===== src/rtl/duck_sprite_fetch.sv =====
// Duck sprite fetch: bounding-box hit test, sprite-ROM addressing with
// animation frame and horizontal flip, and ROM-aligned palette index output.
//
// Ports:
//   vga_clk      pixel clock, all logic on the rising edge
//   Reset        asynchronous, active-high
//   DrawX/DrawY  current pixel column/row from the VGA counter
//   blank_n      1 = active video
//   frame_start  1-cycle pulse at start of vertical blank
//   duck_x/y     sprite top-left; sampled on frame_start
//   duck_alive   enables wing-flap animation; evaluated on frame_start
//   duck_flip    1 = mirror horizontally; sampled on frame_start
//   rom_addr     sprite-ROM address (registered)
//   rom_q        sprite-ROM data, valid ROM_LAT cycles after rom_addr
//   pix_index    palette index to the palette LUT (registered)
//   pix_valid    1 = opaque duck pixel (registered)
//   anim_frame   current animation frame, 0..FRAMES-1
//
// Optional feature: define DUCK_SPRITE_DBG_BOX_EN to draw a black
// (index 1) outline on the sprite bounding box regardless of rom_q.
//
// Latency from DrawX to pix_index/pix_valid is ROM_LAT+2 cycles.

module duck_sprite_fetch #(
  parameter int SPR_W      = 32,
  parameter int SPR_H      = 32,
  parameter int FRAMES     = 3,
  parameter int FRAME_DIV  = 8,
  parameter int ROM_LAT    = 1,
  parameter int ADDR_W     = 12,
  parameter int TRANSP_IDX = 0
) (
  input  logic              vga_clk,
  input  logic              Reset,
  input  logic [9:0]        DrawX,
  input  logic [9:0]        DrawY,
  input  logic              blank_n,
  input  logic              frame_start,
  input  logic [9:0]        duck_x,
  input  logic [9:0]        duck_y,
  input  logic              duck_alive,
  input  logic              duck_flip,
  output logic [ADDR_W-1:0] rom_addr,
  input  logic [3:0]        rom_q,
  output logic [3:0]        pix_index,
  output logic              pix_valid,
  output logic [1:0]        anim_frame
);

  localparam int XB       = $clog2(SPR_W);
  localparam int YB       = $clog2(SPR_H);
  localparam int FRAME_SZ = SPR_W * SPR_H;
  localparam int DB       = (FRAME_DIV > 1) ? $clog2(FRAME_DIV) : 1;

  localparam logic [DB-1:0] DIV_LAST  = DB'(FRAME_DIV - 1);
  localparam logic [1:0]    FRM_LAST  = 2'(FRAMES - 1);
  localparam logic [3:0]    TRANSP    = 4'(TRANSP_IDX);
  localparam logic [10:0]   W11       = 11'(SPR_W);
  localparam logic [10:0]   H11       = 11'(SPR_H);

  // ------------------------------------------------------------------
  // Per-frame latched sprite state
  // ------------------------------------------------------------------
  logic [9:0]    lx;
  logic [9:0]    ly;
  logic          lflip;
  logic [DB-1:0] div_cnt;

  always_ff @(posedge vga_clk or posedge Reset) begin
    if (Reset) begin
      lx    <= '0;
      ly    <= '0;
      lflip <= 1'b0;
    end else if (frame_start) begin
      lx    <= duck_x;
      ly    <= duck_y;
      lflip <= duck_flip;
    end
  end

  // Wing-flap animation: advances one frame every FRAME_DIV
  // frame_start pulses while alive; a dead duck snaps to frame 0.
  always_ff @(posedge vga_clk or posedge Reset) begin
    if (Reset) begin
      div_cnt    <= '0;
      anim_frame <= '0;
    end else if (frame_start) begin
      if (duck_alive) begin
        if (div_cnt == DIV_LAST) begin
          div_cnt <= '0;
          if (anim_frame == FRM_LAST)
            anim_frame <= '0;
          else
            anim_frame <= anim_frame + 2'd1;
        end else begin
          div_cnt <= div_cnt + DB'(1);
        end
      end else begin
        div_cnt    <= '0;
        anim_frame <= '0;
      end
    end
  end

  // ------------------------------------------------------------------
  // Hit test (11-bit so a box near the right edge never wraps to x=0)
  // ------------------------------------------------------------------
  logic [10:0] x11;
  logic [10:0] y11;
  logic [10:0] lx11;
  logic [10:0] ly11;
  logic        in_x;
  logic        in_y;
  logic        hit;

  assign x11  = {1'b0, DrawX};
  assign y11  = {1'b0, DrawY};
  assign lx11 = {1'b0, lx};
  assign ly11 = {1'b0, ly};

  assign in_x = (x11 >= lx11) && (x11 < lx11 + W11);
  assign in_y = (y11 >= ly11) && (y11 < ly11 + H11);
  assign hit  = in_x && in_y && blank_n;

  // ------------------------------------------------------------------
  // Address generation
  // ------------------------------------------------------------------
  // Only the low bits of the offsets matter inside the box, and the low
  // bits of a difference depend only on the low bits of its operands.
  logic [XB-1:0]     dx;
  logic [YB-1:0]     dy;
  logic [XB-1:0]     col;
  logic [ADDR_W-1:0] frame_base;
  logic [ADDR_W-1:0] addr_next;

  assign dx = DrawX[XB-1:0] - lx[XB-1:0];
  assign dy = DrawY[YB-1:0] - ly[YB-1:0];

  // SPR_W-1-dx equals ~dx for a power-of-two width.
  assign col = lflip ? ~dx : dx;

  assign frame_base = ADDR_W'(anim_frame) * ADDR_W'(FRAME_SZ);
  assign addr_next  = frame_base + ADDR_W'({dy, col});

  // Address holds outside the box to keep the ROM bus quiet.
  always_ff @(posedge vga_clk or posedge Reset) begin
    if (Reset)
      rom_addr <= '0;
    else if (hit)
      rom_addr <= addr_next;
  end

  // ------------------------------------------------------------------
  // Hit pipeline: one stage for the address register plus ROM_LAT
  // stages for the ROM read, so hit_d lines up with rom_q.
  // ------------------------------------------------------------------
  logic [ROM_LAT:0] hit_sr;
  logic             hit_d;

  always_ff @(posedge vga_clk or posedge Reset) begin
    if (Reset)
      hit_sr <= '0;
    else
      hit_sr <= {hit_sr[ROM_LAT-1:0], hit};
  end

  assign hit_d = hit_sr[ROM_LAT];

`ifdef DUCK_SPRITE_DBG_BOX_EN
  logic             border;
  logic [ROM_LAT:0] brd_sr;
  logic             brd_d;

  assign border = (dx == '0) || (dx == '1) ||
                  (dy == '0) || (dy == '1);

  always_ff @(posedge vga_clk or posedge Reset) begin
    if (Reset)
      brd_sr <= '0;
    else
      brd_sr <= {brd_sr[ROM_LAT-1:0], border};
  end

  assign brd_d = brd_sr[ROM_LAT];
`endif

  // ------------------------------------------------------------------
  // Output stage
  // ------------------------------------------------------------------
  logic       valid_next;
  logic [3:0] index_next;

  always_comb begin
    valid_next = hit_d && (rom_q != TRANSP);
    index_next = valid_next ? rom_q : 4'd0;
`ifdef DUCK_SPRITE_DBG_BOX_EN
    // Outline is drawn black even over transparent ROM texels.
    if (hit_d && brd_d) begin
      valid_next = 1'b1;
      index_next = 4'd1;
    end
`endif
  end

  always_ff @(posedge vga_clk or posedge Reset) begin
    if (Reset) begin
      pix_valid <= 1'b0;
      pix_index <= '0;
    end else begin
      pix_valid <= valid_next;
      pix_index <= index_next;
    end
  end

endmodule


===== config.mk =====
export PLATFORM = sky130hd
export DESIGN_NAME = duck_sprite_fetch
export DESIGN_NICKNAME = d
export VERILOG_FILES = /design/src/rtl/duck_sprite_fetch.sv
export SDC_FILE = /design/constraint.sdc
export NUM_CORES = 1
export LEC_CHECK = 0
export ABC_AREA = 1
export BUFFER_PORTS_ARGS = -buffer_cell sky130_fd_sc_hd__buf_2
export CAP_MARGIN = 0
export CORE_AREA = 4 4 82 84
export DETAILED_ROUTE_END_ITERATION = 8
export DIE_AREA = 0 0 86 88
export GPL_TIMING_DRIVEN = 1
export PLACE_DENSITY_LB_ADDON = 0.1
export SLEW_MARGIN = 20
export SYNTH_ARGS = -nofsm -noshare
export SYNTH_HDL_FRONTEND = slang
export SYNTH_SLANG_ARGS = --single-unit

===== constraint.sdc =====
create_clock -name vga_clk -period 2.5 [get_ports vga_clk]
set_input_delay 0.5 -clock vga_clk [delete_from_list [all_inputs] [get_ports vga_clk]]
set_output_delay 0.5 -clock vga_clk [all_outputs]
set_load 0.01 [all_outputs]

==> reports/metrics.cfg <==
[finish]
drive_gt1_share_pct=19.7
layout_commonest_cell=nand2_1
fill_cells=565
multi_input_area_um2=1510
synthToLayoutAreaGrowth_pct=17.7
final-seq-area_um2=1130
num_antenna_cells=0
final_net_count=527
final_cell_mix=103 x nand2_1, 68 x buf_2, 67 x inv_1

[placement]
port-buffer-count=68
pre_cts_ws_ns=0.114
place.gp.congestion=0.770
dp_hpwl_um=4920

[sta]
period_minus_slack_ns=2.22
report.final.hold_viol_count=0
rsz0062_at_grt=no
fmax_mhz=450
tns_ns=0
timing.final.ws_setup_ns=0.277
min_period_over_period_pct=88.9
maxSlewHeadroom_pct=57.9
finalSetupViolCount=0
worstMarginPinSlew_ns=0.623
fin_skew_ns=0.00571
drv_slew=0

[worst_setup_path]
end_kind=flop
rrSetupSlack_ns=0.28
path_class=flop to flop
cp_num_buf_inv=1
path_max_fanout=13
max_stage_delay_ns=0.41
crit_family=simple AND/OR/NAND/NOR gates
cp.arrival_ns=2.46
crit_path_start_kind=flop
worstReg2RegStart=ly[5]
path_depth=11
critPathSlowestCell=dfrtp_1
crit_path_cell_trace=ha_1 > inv_1 > ha_1 > a21o_1 > a21oi_1 > nand2_1 > nand2_1 > nand3_2 > nor2_4 > nand2_1 > nand2_1
cp.required_ns=2.74
path_common_cell=nand2_1
r2r_end=rom_addr[11]
rr_worst_depth=11

[clocking]
h-tree-depth=2
clkTransAtPathRegs_ns=0.09
postCtsHoldBufs=0
insertion_delay_ns=0.30
cts_tree=done
clock_path_buffers=2
cts_setup_buffers=0
cts.sinks=45
cts_resized=0
numCtsBuffers=5
cts_root_buffer=clkbuf_8

[power]
p_per_area_nw_per_um2=657
leakage_nw=2.01
vdd_drop_max_mv=0.376

[grt]
grt_max_degree=30
grt_remaining_overflow=0
antenna_found_initial=0
grt_first_pass_wirelength_um=10300
grt_pass1_vias=2383
grt_use_total_pct=17.2

[routing]
num_vias=2407
drtAntennaViolNets=0
drt_first_pass_iters=5
drt_iter0_drc=38
drc=0
drt-total-wl_um=5940
vias_per_cell=4.66
wl_per_cell_um=11.5

[logic_synthesis]
yosys.cell_types.count=26
synth_nets=458
yosysWarnings=0
avgSynthCellArea_um2=7.93
syn_inst=372
ys_ff_latch=45
synth_area_um2=2950
seq_area_frac_synth_pct=38.2

[floorplan]
dieArea_um2=7570
num_io_pins=69
die_y_um=88
start_util_pct=49.8
rows=28
die_w_um=86
core_area_um2=5920

[job]
maxCapViolCount=0

[min_path]
worst_hold_path_type=primary input to async pin

[outcome]
run_status=finished, final reports clean

[cell families after synthesis]
group | count (synthesis) | synth area share [%]
AOI/OAI and AO/OA | 52 | 10.3
adders and majority gates | 36 | 15.8
DFF | 45 | 38.2
xor gates and xnor gates | 17 | 5.05
buffers and inverters | 79 | 10.7
and+or+nand+nor | 143 | 19.9
[cell type report]
type                    count  share of cell area, %
multi-input cells         248                   43.4
clock buffers               6                   2.09
clock inverters             2                   1.12
inverters                  68                   7.35
flip-flops and latches     45                   32.4
well taps                  75                   2.70
repair buffers             73                   10.9
[power by group]
| part | switching, mW | leakage [nW] | internal (mW) |
|---|---|---|---|
| logic | 0.434 | 1.39 | 0.348 |
| registers | 0.0823 | 0.563 | 0.869 |
| clock network | 0.248 | 0.0554 | 0.300 |
| total | 0.764 | 2.01 | 1.52 |
[sequential cells by signal, summed over array words and instances, names as in the netlist]
register    count
anim_frame      2
div_cnt         3
hit_sr          2
lflip           1
lx             10
ly             10
pix_index       4
pix_valid       1
rom_addr       12
[worst max-delay path by stage]
stage             start      endpoint  slack, ns
2_1_floorplan  DrawX[0]   rom_addr[0]       0.45
3_3_place_gp   DrawX[0]   rom_addr[7]       0.18
3_5_place_dp   DrawX[0]  rom_addr[11]       0.11
4_1_cts           lx[5]  rom_addr[11]       0.28
5_1_grt           lx[5]  rom_addr[11]       0.05
6_report          ly[5]  rom_addr[11]       0.28
[routing by layer]
metal	vias to the layer above	track usage [%]	part of all wire, %
met3	11	3.48	3.9
met2	41	29.7	48
met4	0	6.19	1.8
met5	-	0	0
met1	1061	21.4	46
li1	1294	-	-
[metrics by stage]
stage          utilization (%)  cell area (um2)  std cells  hold WS, ns  power, mW
6_report                  58.6             3470        517        0.251       2.28
5_1_grt                   58.6             3470        517        0.300       2.48
4_1_cts                   58.6             3470        517        0.270       2.32
3_5_place_dp              56.7             3360        509        0.336       1.76
3_3_place_gp              56.7             3360        509        0.334       1.75
2_1_floorplan                -             2950        372        0.331       1.50
[synthesized netlist by cell type]
library cell  number  area share, %
fa_1               2            1.4
xnor2_1            6            1.8
o21ai_0           24            4.1
nor3_1             1           0.17
nand3_2            1           0.34
nor2_1            16            2.0
dfrtp_1           45             38
buf_4              3           0.76
o41ai_1            1           0.30
xor2_1            11            3.3
o21bai_1          13            3.3
o21ai_1            1           0.17
nand2_2            1           0.21
a21boi_0           1           0.25
nor2_2             3           0.64
nand2_1          103             13
clkbuf_1           6           0.76
buf_6              1           0.38
nand3_1           13            2.2
ha_1              34             14
buf_2              1           0.17
a21o_1             2           0.51
a21oi_1           10            1.7
nand4_1            4           0.85
inv_1             68            8.7
nor2_4             1           0.38
No activity file was read; power rests on OpenSTA's default activity.
